$ cat config.mk
export PLATFORM = sky130hd
export DESIGN_NAME = atm_txn_builder_flat
export DESIGN_NICKNAME = d
export VERILOG_FILES = /design/src/rtl/atm_txn_builder_if.sv /design/src/rtl/atm_txn_builder.sv /design/src/flat_wrapper.sv
export SDC_FILE = /design/constraint.sdc
export NUM_CORES = 1
export LEC_CHECK = 0
export ABC_CLOCK_PERIOD_IN_PS = 4100
export CAP_MARGIN = 10
export CORE_MARGIN = 3
export CORE_UTILIZATION = 30
export DETAILED_ROUTE_END_ITERATION = 10
export GPL_TIMING_DRIVEN = 1
export PLACE_DENSITY = 0.55
export RECOVER_POWER = 100
export REMOVE_ABC_BUFFERS = 1
export SLEW_MARGIN = 30
export SYNTH_ARGS = -nofsm -noshare
export SYNTH_HDL_FRONTEND = slang
export SYNTH_SLANG_ARGS = --single-unit
$ cat constraint.sdc
create_clock -name clk -period 4.1 [get_ports clk]
set_clock_uncertainty 0.05 [all_clocks]
set_input_delay 0.82 -clock clk [delete_from_list [all_inputs] [get_ports clk]]
set_output_delay 0.82 -clock clk [all_outputs]
set_load 0.005 [all_outputs]
$ cat src/rtl/atm_txn_builder_if.sv
// ----------------------------------------------------------------------------
// atm_txn_builder_if
// Bus between the transaction builder (master) and the ATM core (slave).
//   core_req      master->slave  transaction valid, held until ack/timeout
//   core_ack      slave->master  request accepted and completed
//   core_balance  slave->master  balance, valid with core_ack
//   core_success  slave->master  success flag, valid with core_ack
//   acc_num       master->slave  account number 1..10
//   pin/new_pin   master->slave  binary value of the decimal PIN entries
//   amount        master->slave  binary value of the decimal amount entry
//   operation     master->slave  3 balance, 4 withdraw, 5 deposit, 6 chg PIN
//   language      master->slave  language latched at account entry
// ----------------------------------------------------------------------------
interface atm_txn_builder_if;
   logic        core_req;
   logic        core_ack;
   logic [31:0] core_balance;
   logic        core_success;
   logic [3:0]  acc_num;
   logic [15:0] pin;
   logic [15:0] new_pin;
   logic [31:0] amount;
   logic [2:0]  operation;
   logic        language;

   modport master (
      output core_req, acc_num, pin, new_pin, amount, operation, language,
      input  core_ack, core_balance, core_success
   );

   modport slave (
      input  core_req, acc_num, pin, new_pin, amount, operation, language,
      output core_ack, core_balance, core_success
   );
endinterface

$ cat src/rtl/atm_txn_builder.sv
// ----------------------------------------------------------------------------
// atm_txn_builder
// Assembles an ATM transaction from a digit-serial keypad stream (account,
// PIN, operation, amount / new PIN), issues it to the core over a req/ack
// handshake and reports the core's reply.
// Ports:
//   clk, rst             clock, synchronous active-high reset
//   key_valid_i/key_code_i  keypad strobe and code (0-9 digit, 10 ENTER,
//                        11 CLEAR, 12 CANCEL, 13-15 ignored)
//   op_valid_i/op_sel_i  operation select strobe and code
//   language_in_i        language, latched when the account is accepted
//   core_if              master side of the core bus
//   result_valid_o       one-cycle strobe, result_balance_o/success_o valid
//   error_o              one-cycle strobe: entry rejected or ack timeout
//   phase_o              FSM state, busy_o high in ISSUE and DONE
// ----------------------------------------------------------------------------
module atm_txn_builder #(
   parameter int AMT_DIGITS  = 5,
   parameter int PIN_DIGITS  = 4,
   parameter int ACK_TIMEOUT = 16
) (
   input  logic                  clk,
   input  logic                  rst,
   input  logic                  key_valid_i,
   input  logic [3:0]            key_code_i,
   input  logic                  op_valid_i,
   input  logic [2:0]            op_sel_i,
   input  logic                  language_in_i,
   atm_txn_builder_if.master     core_if,
   output logic                  result_valid_o,
   output logic [31:0]           result_balance_o,
   output logic                  result_success_o,
   output logic                  error_o,
   output logic [2:0]            phase_o,
   output logic                  busy_o
);

   localparam int MAXD = (AMT_DIGITS > PIN_DIGITS) ?
                         ((AMT_DIGITS > 2) ? AMT_DIGITS : 2) :
                         ((PIN_DIGITS > 2) ? PIN_DIGITS : 2);
   localparam int CW   = $clog2(MAXD + 1);
   localparam int TW   = $clog2(ACK_TIMEOUT + 1);

   typedef enum logic [2:0] {
      S_IDLE   = 3'd0,
      S_ACC    = 3'd1,
      S_PIN    = 3'd2,
      S_OP     = 3'd3,
      S_AMT    = 3'd4,
      S_NEWPIN = 3'd5,
      S_ISSUE  = 3'd6,
      S_DONE   = 3'd7
   } state_t;

   state_t          state_q;
   // account held 7 bits wide so a two-digit entry such as 11 or 99 is
   // range-checked on its true value rather than a wrapped 4-bit one
   logic [6:0]      acc_q;
   logic [15:0]     pin_q, new_pin_q;
   logic [31:0]     amt_q;
   logic [2:0]      op_q;
   logic            lang_q;
   logic [CW-1:0]   dcnt_q;
   logic [TW-1:0]   tmo_q;
   logic            core_req_q;
   logic            result_valid_q, result_success_q, error_q;
   logic [31:0]     result_balance_q;

   logic            k_digit, k_enter, k_clear, k_cancel;
   logic [6:0]      acc_d;
   logic [15:0]     pin_d, new_pin_d;
   logic [31:0]     amt_d;
   logic [CW-1:0]   dlim;

   assign k_digit  = key_valid_i && (key_code_i <= 4'd9);
   assign k_enter  = key_valid_i && (key_code_i == 4'd10);
   assign k_clear  = key_valid_i && (key_code_i == 4'd11);
   assign k_cancel = key_valid_i && (key_code_i == 4'd12);

   // candidate field values if the current key is accepted as a digit
   assign acc_d     = acc_q * 7'd10 + {3'd0, key_code_i};
   assign pin_d     = pin_q * 16'd10 + {12'd0, key_code_i};
   assign new_pin_d = new_pin_q * 16'd10 + {12'd0, key_code_i};
   assign amt_d     = amt_q * 32'd10 + {28'd0, key_code_i};

   always_comb begin
      dlim = CW'(PIN_DIGITS);
      case (state_q)
         S_ACC:   dlim = CW'(2);
         S_AMT:   dlim = CW'(AMT_DIGITS);
         default: dlim = CW'(PIN_DIGITS);
      endcase
   end

   always_ff @(posedge clk) begin
      if (rst) begin
         state_q          <= S_IDLE;
         acc_q            <= '0;
         pin_q            <= '0;
         new_pin_q        <= '0;
         amt_q            <= '0;
         op_q             <= '0;
         lang_q           <= 1'b0;
         dcnt_q           <= '0;
         tmo_q            <= '0;
         core_req_q       <= 1'b0;
         result_valid_q   <= 1'b0;
         result_balance_q <= '0;
         result_success_q <= 1'b0;
         error_q          <= 1'b0;
      end else begin
         result_valid_q <= 1'b0;
         error_q        <= 1'b0;
         case (state_q)
            S_IDLE: begin
               // the first digit both starts the entry and is accumulated
               if (k_digit) begin
                  acc_q   <= {3'd0, key_code_i};
                  dcnt_q  <= CW'(1);
                  state_q <= S_ACC;
               end
            end

            S_ACC, S_PIN, S_AMT, S_NEWPIN: begin
               if (k_cancel) begin
                  state_q <= S_IDLE;
                  acc_q <= '0; pin_q <= '0; new_pin_q <= '0; amt_q <= '0;
                  op_q <= '0; lang_q <= 1'b0; dcnt_q <= '0;
               end else if (k_clear) begin
                  dcnt_q <= '0;
                  case (state_q)
                     S_ACC:   acc_q     <= '0;
                     S_PIN:   pin_q     <= '0;
                     S_AMT:   amt_q     <= '0;
                     default: new_pin_q <= '0;
                  endcase
               end else if (k_digit) begin
                  if (dcnt_q < dlim) begin
                     dcnt_q <= dcnt_q + CW'(1);
                     case (state_q)
                        S_ACC:   acc_q     <= acc_d;
                        S_PIN:   pin_q     <= pin_d;
                        S_AMT:   amt_q     <= amt_d;
                        default: new_pin_q <= new_pin_d;
                     endcase
                  end
               end else if (k_enter && (dcnt_q != '0)) begin
                  dcnt_q <= '0;
                  case (state_q)
                     S_ACC: begin
                        if ((acc_q >= 7'd1) && (acc_q <= 7'd10)) begin
                           lang_q  <= language_in_i;
                           state_q <= S_PIN;
                        end else begin
                           error_q <= 1'b1;
                           state_q <= S_IDLE;
                           acc_q <= '0; pin_q <= '0; new_pin_q <= '0;
                           amt_q <= '0; op_q <= '0; lang_q <= 1'b0;
                        end
                     end
                     S_PIN: state_q <= S_OP;
                     S_AMT: begin
                        if (amt_q == '0) begin
                           error_q <= 1'b1;
                           state_q <= S_IDLE;
                           acc_q <= '0; pin_q <= '0; new_pin_q <= '0;
                           amt_q <= '0; op_q <= '0; lang_q <= 1'b0;
                        end else begin
                           state_q    <= S_ISSUE;
                           core_req_q <= 1'b1;
                           tmo_q      <= '0;
                        end
                     end
                     default: begin
                        state_q    <= S_ISSUE;
                        core_req_q <= 1'b1;
                        tmo_q      <= '0;
                     end
                  endcase
               end
            end

            S_OP: begin
               // CANCEL beats a simultaneous op_valid; other keys are dead here
               if (k_cancel) begin
                  state_q <= S_IDLE;
                  acc_q <= '0; pin_q <= '0; new_pin_q <= '0; amt_q <= '0;
                  op_q <= '0; lang_q <= 1'b0; dcnt_q <= '0;
               end else if (op_valid_i) begin
                  dcnt_q <= '0;
                  case (op_sel_i)
                     3'd3: begin
                        op_q       <= op_sel_i;
                        state_q    <= S_ISSUE;
                        core_req_q <= 1'b1;
                        tmo_q      <= '0;
                     end
                     3'd4, 3'd5: begin
                        op_q    <= op_sel_i;
                        state_q <= S_AMT;
                     end
                     3'd6: begin
                        op_q    <= op_sel_i;
                        state_q <= S_NEWPIN;
                     end
                     default: begin
                        error_q <= 1'b1;
                        state_q <= S_IDLE;
                        acc_q <= '0; pin_q <= '0; new_pin_q <= '0;
                        amt_q <= '0; op_q <= '0; lang_q <= 1'b0;
                     end
                  endcase
               end
            end

            S_ISSUE: begin
               // an ack on the final allowed cycle still wins over the timeout
               if (core_if.core_ack) begin
                  result_balance_q <= core_if.core_balance;
                  result_success_q <= core_if.core_success;
                  result_valid_q   <= 1'b1;
                  core_req_q       <= 1'b0;
                  state_q          <= S_DONE;
               end else if (tmo_q == TW'(ACK_TIMEOUT - 1)) begin
                  result_balance_q <= '0;
                  result_success_q <= 1'b0;
                  result_valid_q   <= 1'b1;
                  error_q          <= 1'b1;
                  core_req_q       <= 1'b0;
                  state_q          <= S_IDLE;
                  acc_q <= '0; pin_q <= '0; new_pin_q <= '0; amt_q <= '0;
                  op_q <= '0; lang_q <= 1'b0; dcnt_q <= '0;
               end else begin
                  tmo_q <= tmo_q + TW'(1);
               end
            end

            default: begin // S_DONE: result strobe is high this cycle
               state_q <= S_IDLE;
               acc_q <= '0; pin_q <= '0; new_pin_q <= '0; amt_q <= '0;
               op_q <= '0; lang_q <= 1'b0; dcnt_q <= '0;
            end
         endcase
      end
   end

   assign core_if.core_req  = core_req_q;
   assign core_if.acc_num   = acc_q[3:0];
   assign core_if.pin       = pin_q;
   assign core_if.new_pin   = new_pin_q;
   assign core_if.amount    = amt_q;
   assign core_if.operation = op_q;
   assign core_if.language  = lang_q;

   assign result_valid_o   = result_valid_q;
   assign result_balance_o = result_balance_q;
   assign result_success_o = result_success_q;
   assign error_o          = error_q;
   assign phase_o          = state_q;
   assign busy_o           = (state_q == S_ISSUE) || (state_q == S_DONE);

endmodule
$ cat src/flat_wrapper.sv
// flat-port wrapper written by rule: the top's interface ports become plain ports
module atm_txn_builder_flat 
#(
   parameter int AMT_DIGITS  = 5,
   parameter int PIN_DIGITS  = 4,
   parameter int ACK_TIMEOUT = 16
)
  (clk, rst, key_valid_i, key_code_i, op_valid_i, op_sel_i, language_in_i, result_valid_o, result_balance_o, result_success_o, error_o, phase_o, busy_o, core_if_core_req, core_if_acc_num, core_if_pin, core_if_new_pin, core_if_amount, core_if_operation, core_if_language, core_if_core_ack, core_if_core_balance, core_if_core_success);
  atm_txn_builder_if core_if_i ();
  input  logic clk;
  input  logic rst;
  input  logic key_valid_i;
  input  logic [3:0] key_code_i;
  input  logic op_valid_i;
  input  logic [2:0] op_sel_i;
  input  logic language_in_i;
  output logic result_valid_o;
  output logic [31:0] result_balance_o;
  output logic result_success_o;
  output logic error_o;
  output logic [2:0] phase_o;
  output logic busy_o;
  output wire logic [$bits(core_if_i.core_req)-1:0] core_if_core_req;
  output wire logic [$bits(core_if_i.acc_num)-1:0] core_if_acc_num;
  output wire logic [$bits(core_if_i.pin)-1:0] core_if_pin;
  output wire logic [$bits(core_if_i.new_pin)-1:0] core_if_new_pin;
  output wire logic [$bits(core_if_i.amount)-1:0] core_if_amount;
  output wire logic [$bits(core_if_i.operation)-1:0] core_if_operation;
  output wire logic [$bits(core_if_i.language)-1:0] core_if_language;
  input wire logic [$bits(core_if_i.core_ack)-1:0] core_if_core_ack;
  input wire logic [$bits(core_if_i.core_balance)-1:0] core_if_core_balance;
  input wire logic [$bits(core_if_i.core_success)-1:0] core_if_core_success;
  assign core_if_core_req = core_if_i.core_req;
  assign core_if_acc_num = core_if_i.acc_num;
  assign core_if_pin = core_if_i.pin;
  assign core_if_new_pin = core_if_i.new_pin;
  assign core_if_amount = core_if_i.amount;
  assign core_if_operation = core_if_i.operation;
  assign core_if_language = core_if_i.language;
  assign core_if_i.core_ack = core_if_core_ack;
  assign core_if_i.core_balance = core_if_core_balance;
  assign core_if_i.core_success = core_if_core_success;
  atm_txn_builder #(.AMT_DIGITS(AMT_DIGITS), .PIN_DIGITS(PIN_DIGITS), .ACK_TIMEOUT(ACK_TIMEOUT)) u_core (.clk(clk), .rst(rst), .key_valid_i(key_valid_i), .key_code_i(key_code_i), .op_valid_i(op_valid_i), .op_sel_i(op_sel_i), .language_in_i(language_in_i), .core_if(core_if_i), .result_valid_o(result_valid_o), .result_balance_o(result_balance_o), .result_success_o(result_success_o), .error_o(error_o), .phase_o(phase_o), .busy_o(busy_o));
endmodule
# ---- Word-level counts from Yosys, hierarchy flattened
# Index checks and enable logic that the tools add are counted.
dict set report totals {
  elab_cells 253
  in_bits 46
  out_inout_bits 112
  ff_bits 122
}
dict set report op_classes {
  n_reduce_logical 29
  mul 4
  order_cmp 4
  bitwise_logic 2
  eq_ne 51
  n_addsub 6
  muxes 143
}
# cell count
set ops {}
lappend ops {{$mux W32} 15}
lappend ops {{$mux W16} 20}
lappend ops {{$pmux W16 S4} 2}
lappend ops {{$pmux W32 S4} 1}
lappend ops {{$mux W7} 15}
lappend ops {{$mux W3} 27}
lappend ops {{$pmux W32 S2} 1}
lappend ops {{$reduce_and A12 Y1} 5}
lappend ops {{$mux W5} 10}
lappend ops {{$pmux W3 S4} 3}
lappend ops {{$mux W1} 33}
lappend ops {{$add A16 B4 Y16} 2}
lappend ops {{$add A32 B4 Y32} 1}
lappend ops {{$logic_not A32 Y1} 1}
lappend ops {{$mul A16 B3 Y15 const B} 2}
lappend ops {{$mul A32 B3 Y31 const B} 1}
lappend ops {{$pmux W16 S2} 1}
lappend ops {{$pmux W7 S4} 1}
lappend ops {{$ne A5 B5 Y1 const B} 5}
lappend ops {{$eq A3 B3 Y1 const B} 7}
lappend ops {{$reduce_and A10 Y1} 2}
lappend ops {{$pmux W3 S3} 2}
lappend ops {{$ne A2 B2 Y1 const B} 8}
lappend ops {{$ne A4 B4 Y1 const B} 4}
lappend ops {{other kinds (44)} 70}

# ---- Depth between registers and ports, before layout
dict set report depth {
  word_depth 9
  depth_mapped 14
  ltp_nobuf 14
}

# ---- Least setup slack after synthesis
# No wires, ideal clock.
dict set report synth_path {
  path_kind {reg2reg}
  startpoint {register u_core.amt_q[1], in the netlist u_core.core_if.amount[1]}
  endpoint {register u_core.amt_q[27], in the netlist u_core.core_if.amount[27]}
  arrival_time_ns 3.502
  t_required_ns 3.930
  stages_incl_launch_ff 14
  setup_slack_ns 0.428
  n_path_buf 0
  cell_sequence {dfxtp_1 > ha_1 > ha_1 > fa_1 > a211oi_2 > o31ai_4 > a41oi_4 > and3_4 > o211ai_4 > a211oi_4 > and4_4 > and2_4 > a41oi_1 > a211o_1}
}
dict set report synth_via {
  elab_chain_cells 8
}
# element line
set synth_lines {}
lappend synth_lines {{start: declaration} atm_txn_builder.sv:60} ;# logic [31:0] amt_q;
lappend synth_lines {{start signal: assignment} atm_txn_builder.sv:143} ;# S_AMT: amt_q <= amt_d;
lappend synth_lines {{$mul A32 B3 Y31} atm_txn_builder.sv:84} ;# assign amt_d = amt_q * 32'd10 + {28'd0, key_code_i};
lappend synth_lines {{$add A32 B4 Y32} atm_txn_builder.sv:84}
lappend synth_lines {{$mux W32} atm_txn_builder.sv:140} ;# case (state_q)
lappend synth_lines {{$mux W32} atm_txn_builder.sv:138} ;# if (dcnt_q < dlim) begin
lappend synth_lines {{$mux W32} atm_txn_builder.sv:137} ;# end else if (k_digit) begin
lappend synth_lines {{$mux W32} atm_txn_builder.sv:129} ;# end else if (k_clear) begin
lappend synth_lines {{$mux W32} atm_txn_builder.sv:125} ;# if (k_cancel) begin
lappend synth_lines {{$pmux W32 S4} atm_txn_builder.sv:114} ;# case (state_q)
# Several ways; a longest one is shown, not always the timed one. The select of a mux whose other input is x is not followed.
# A chain may end at the register's enable or synchronous reset.

# ---- Worst setup path in the final report
dict set report layout_path {
  startpoint {register u_core.amt_q[7], in the netlist u_core.core_if.amount[7]}
  endpoint {register u_core.amt_q[30], in the netlist u_core.core_if.amount[30]}
}
# The elaborated chain is that of the path after synthesis.

==> reports/qor.csv <==
stage,metric,value,unit
cts,Root Driver,clkbuf_16,
die,starting density of the core,30.8,%
setup_path,Slowest Stage Delay on Critical Path,490,ps
layout,Area Overhead vs Synth,28.2,%
cts,hold_buf cts,0,
cts,H-tree Lvls,4,
yosys,share of the synthesized area in the top cell type,24.2,%
yosys,ys flop type,dfxtp_1,
timing,final period utilization,93.9,%
layout,fin util,39.4,%
yosys,Synth top cells by count,"nor2_1 (141), ha_1 (123), dfxtp_1 (122), a21oi_1 (106), nand2_1 (87)",
drt,met1 wire length,14.8,mm
die,# rows,66,
drt,top routing layer in use,met4,
yosys,"Distinct cells, synth",93,
min_path,worst min path class,reg -> reg,
setup_path,CP max-delay cell,dfxtp_1,
setup_path,CP endpoint kind,flip-flop,
setup_path,"Arr. time, crit path",4110,ps
layout,area occupied by multi-input gates,7320,sq um
timing,RSZ-0062 raised after global routing,no,
cts,Clock Pin Slew Worst Setup and Hold Paths,60,ps
power_and_ir_drop,Pleak,5.60,nW
die,number of I/O pins,158,
global_routing,largest net degree at the start of global routing,78,
place,I/O Buffers,157,
global_routing,first-pass GRT wire length,49.4,mm
die,Die H,190,um
run_status,failing checks,"max-capacitance violations, max-slew violations",
yosys,Mean Syn Cell Area,8.15,sq um
setup_path,Critical Path RT,4360,ps
layout,final-layout fill cell count,3416,
drt,DR WL met2,14.0,mm
cts,clock latency on the worst-skew pair,410,ps
drt,Routed met3 length,1.19,mm
timing,Hold WS,420,ps
setup_path,cell family with most CP delay,compound AO/OA/AOI/OAI gates,
layout,nets@finish,1593,
yosys,Post-synth EDFFs,0,
yosys,post-synth top area cell,dfxtp_1,
min_path,worst hold path cell count,2,
setup_path,"most used cell, CP",ha_1,
setup_path,Worst Reg-to-Reg Cells,13,
setup_path,buffers and inverters on the worst path,1,
drt,DRT Pass-1 Iters,5,
timing,fin crit period,3850,ps
yosys,Yosys reg bits,122,
yosys,"Seq/Total Area, Yosys",24.2,%
drt,DR iter-0 viols,611,
global_routing,gr ovfl total,0,
setup_path,Critical R2R Launch,u_core.core_if.amount[7],
drt,final wirelength,30.5,mm
setup_path,kind of critical path,reg -> reg,
die,die width,190,um
cts,CTS Buf Count,17,
setup_path,Critical Path Stages,13,
timing,fin. max-slew vios,37,
yosys,leading post-synthesis cells by cell area,"dfxtp_1 (24%), ha_1 (15%), xnor2_1 (5.4%), a21oi_1 (5.2%), nor2_1 (5.2%)",
global_routing,number of global-route vias before repair,9243,
cts,clock sinks,122,
yosys,"count leader, synth",nor2_1,
global_routing,Total GRT Usage,16.7,%
yosys,Syn Inst Count,1240,
drt,via/cell ratio,5.23,
layout,share of post-route cells with drive strength above 1,7.71,%
layout,ant diodes,0,
timing,Final Hold Fails,0,
yosys,Mapped Area,10100,sq um
timing,fmax,0.260,GHz
die,die area,35900,sq um
setup_path,Crit. Startpoint,u_core.core_if.amount[7],
yosys,yosys warns,0,
drt,vias post-DR,9775,
timing,final setup violation count,0,
drt,DRC violations left,0,
place,placed wire-length estimate,23.5,mm
global_routing,initial antenna violation count,0,
yosys,Async SR Flop Fraction,0,%
cts,clock buffer depth,2,
drt,Routed Antenna Nets,0,
run_status,run status,finished with violations,
drt,WL/cell,16.3,um
cts,CTS tree,done,
power_and_ir_drop,PD cells,339,nW/um^2
die,Placeable Area,32900,sq um
power_and_ir_drop,worst vdd ir,0.269,mV
timing,Worst slew margin,-12.9,%
setup_path,CP Max Fanout,7,
min_path,Hold Startpoint,u_core.core_if.operation[0],
power_and_ir_drop,Overall Power,4.40,mW
layout,cell area after layout,13000,sq um
place,dpl cell area,12400,sq um
setup_path,"critical path, cell by cell",ha_1 > ha_1 > o21ai_1 > o31ai_4 > a41oi_4 > buf_4 > a211oi_4 > a41oi_1 > o21bai_1 > xor2_1 > nor3b_4 > mux2i_1 > nand2_1,
timing,Worst Max-Slew Pin Slew,1690,ps
place,RePlAce Congestion,0.886,
setup_path,CP Launch Type,flip-flop,
job,max-cap viol count,1,
layout,Register Area,2440,sq um
[through the flow]
step | worst slack [ps] | setup TNS [ps] | std cells
floorplan | 90.4 | 0 | 1183
global placement | -48.0 | -80.2 | 1834
detailed placement | -65.7 | -125 | 1834
CTS | 134 | 0 | 1864
global route | 7.92 | 0 | 1869
finish | 249 | 0 | 1869
[power by group]
part           switching [mW]  internal, mW
registers              0.0641          1.25
logic                   0.949         0.569
clock network           0.543          1.02
[worst paths after layout]
kind / to / slack, ps
setup / recovery: u_core.core_if.amount[30] / 250
hold / removal: u_core.core_if.operation[0] / 420
setup reg to reg: u_core.core_if.amount[30] / 250
hold reg to reg: u_core.core_if.operation[0] / 420
[per-layer routing]
layer	global-route usage [%]	vias up
met5	0	-
met4	4.12	0
met3	3.00	28
met2	26.3	198
met1	23.5	4627
li1	-	4922
[cell usage in the layout, fill, tap and decap left out, types with 7 or more instances in the layout]
| cell type | count |
|---|---|
| o21ai_0 | 42 |
| nand2_1 | 87 |
| fa_1 | 8 |
| and3_1 | 8 |
| nand3_1 | 34 |
| xor2_1 | 36 |
| clkdlybuf4s50_1 | 52 |
| nor2_1 | 141 |
| o21bai_1 | 9 |
| xnor2_1 | 61 |
| or3_1 | 9 |
| a21oi_1 | 106 |
| nand3b_1 | 7 |
| nor3b_1 | 10 |
| nand4_1 | 15 |
| nor4_1 | 19 |
| buf_4 | 37 |
| a22oi_1 | 44 |
| a41oi_1 | 8 |
| clkbuf_16 | 17 |
| nor2b_1 | 12 |
| clkbuf_1 | 20 |
| ha_1 | 123 |
| dfxtp_1 | 122 |
| nor3_1 | 52 |
| a211oi_1 | 13 |
| a21o_1 | 16 |
| dlygate4sd3_1 | 104 |
| nand2b_1 | 20 |
| inv_1 | 33 |
| and2_1 | 7 |
[layout make-up]
class | instances | area share [%]
Tap cell | 442 | 4.27
Multi-Input combinational cell | 1028 | 56.5
Sequential cell | 122 | 18.8
Clock buffer | 21 | 3.48
Clock inverter | 9 | 1.14
Timing Repair Buffer | 214 | 14.9
Inverter | 33 | 0.956
[what timing repair did]
| item | in CTS | in global routing |
|---|---|---|
| buffers inserted | 0 | 5 |
| setup endpoints to repair | 0 | 9 |
| resized for setup | 0 | 10 |
[flip-flops by register name, summed over array words and instances (netlist names)]
signal	cells
u_core.core_if.new_pin	16
u_core.error_o	1
u_core.tmo_q	5
u_core.result_valid_o	1
u_core.core_if.amount	32
u_core.phase_o	3
u_core.core_if.core_req	1
u_core.result_balance_o	32
u_core.result_success_o	1
u_core.core_if.pin	16
u_core.core_if.operation	3
u_core.dcnt_q	3
u_core.acc_q	7
u_core.core_if.language	1
[cells by family after synthesis]
| group | count (synthesis) | share of synthesized area [%] |
|---|---|---|
| compound gates | 319 | 21.7 |
| xor+xnor | 100 | 8.81 |
| fa+ha+maj | 131 | 16.8 |
| buf+inv | 90 | 3.89 |
| flops | 122 | 24.2 |
| mux | 8 | 0.817 |
| simple gates | 470 | 23.8 |
[worst reg2reg max path, delay by kind of cell (launching register included)]
kind / cells / cell delay, ps
AOI/OAI and AO/OA: 6 / 1380
muxes: 1 / 220
buffers and inverters: 1 / 210
xor gates and xnor gates: 1 / 310
adders and majority gates: 2 / 720
DFF: 1 / 490
and+or+nand+nor: 2 / 360
No activity file was read; power rests on OpenSTA's default activity.
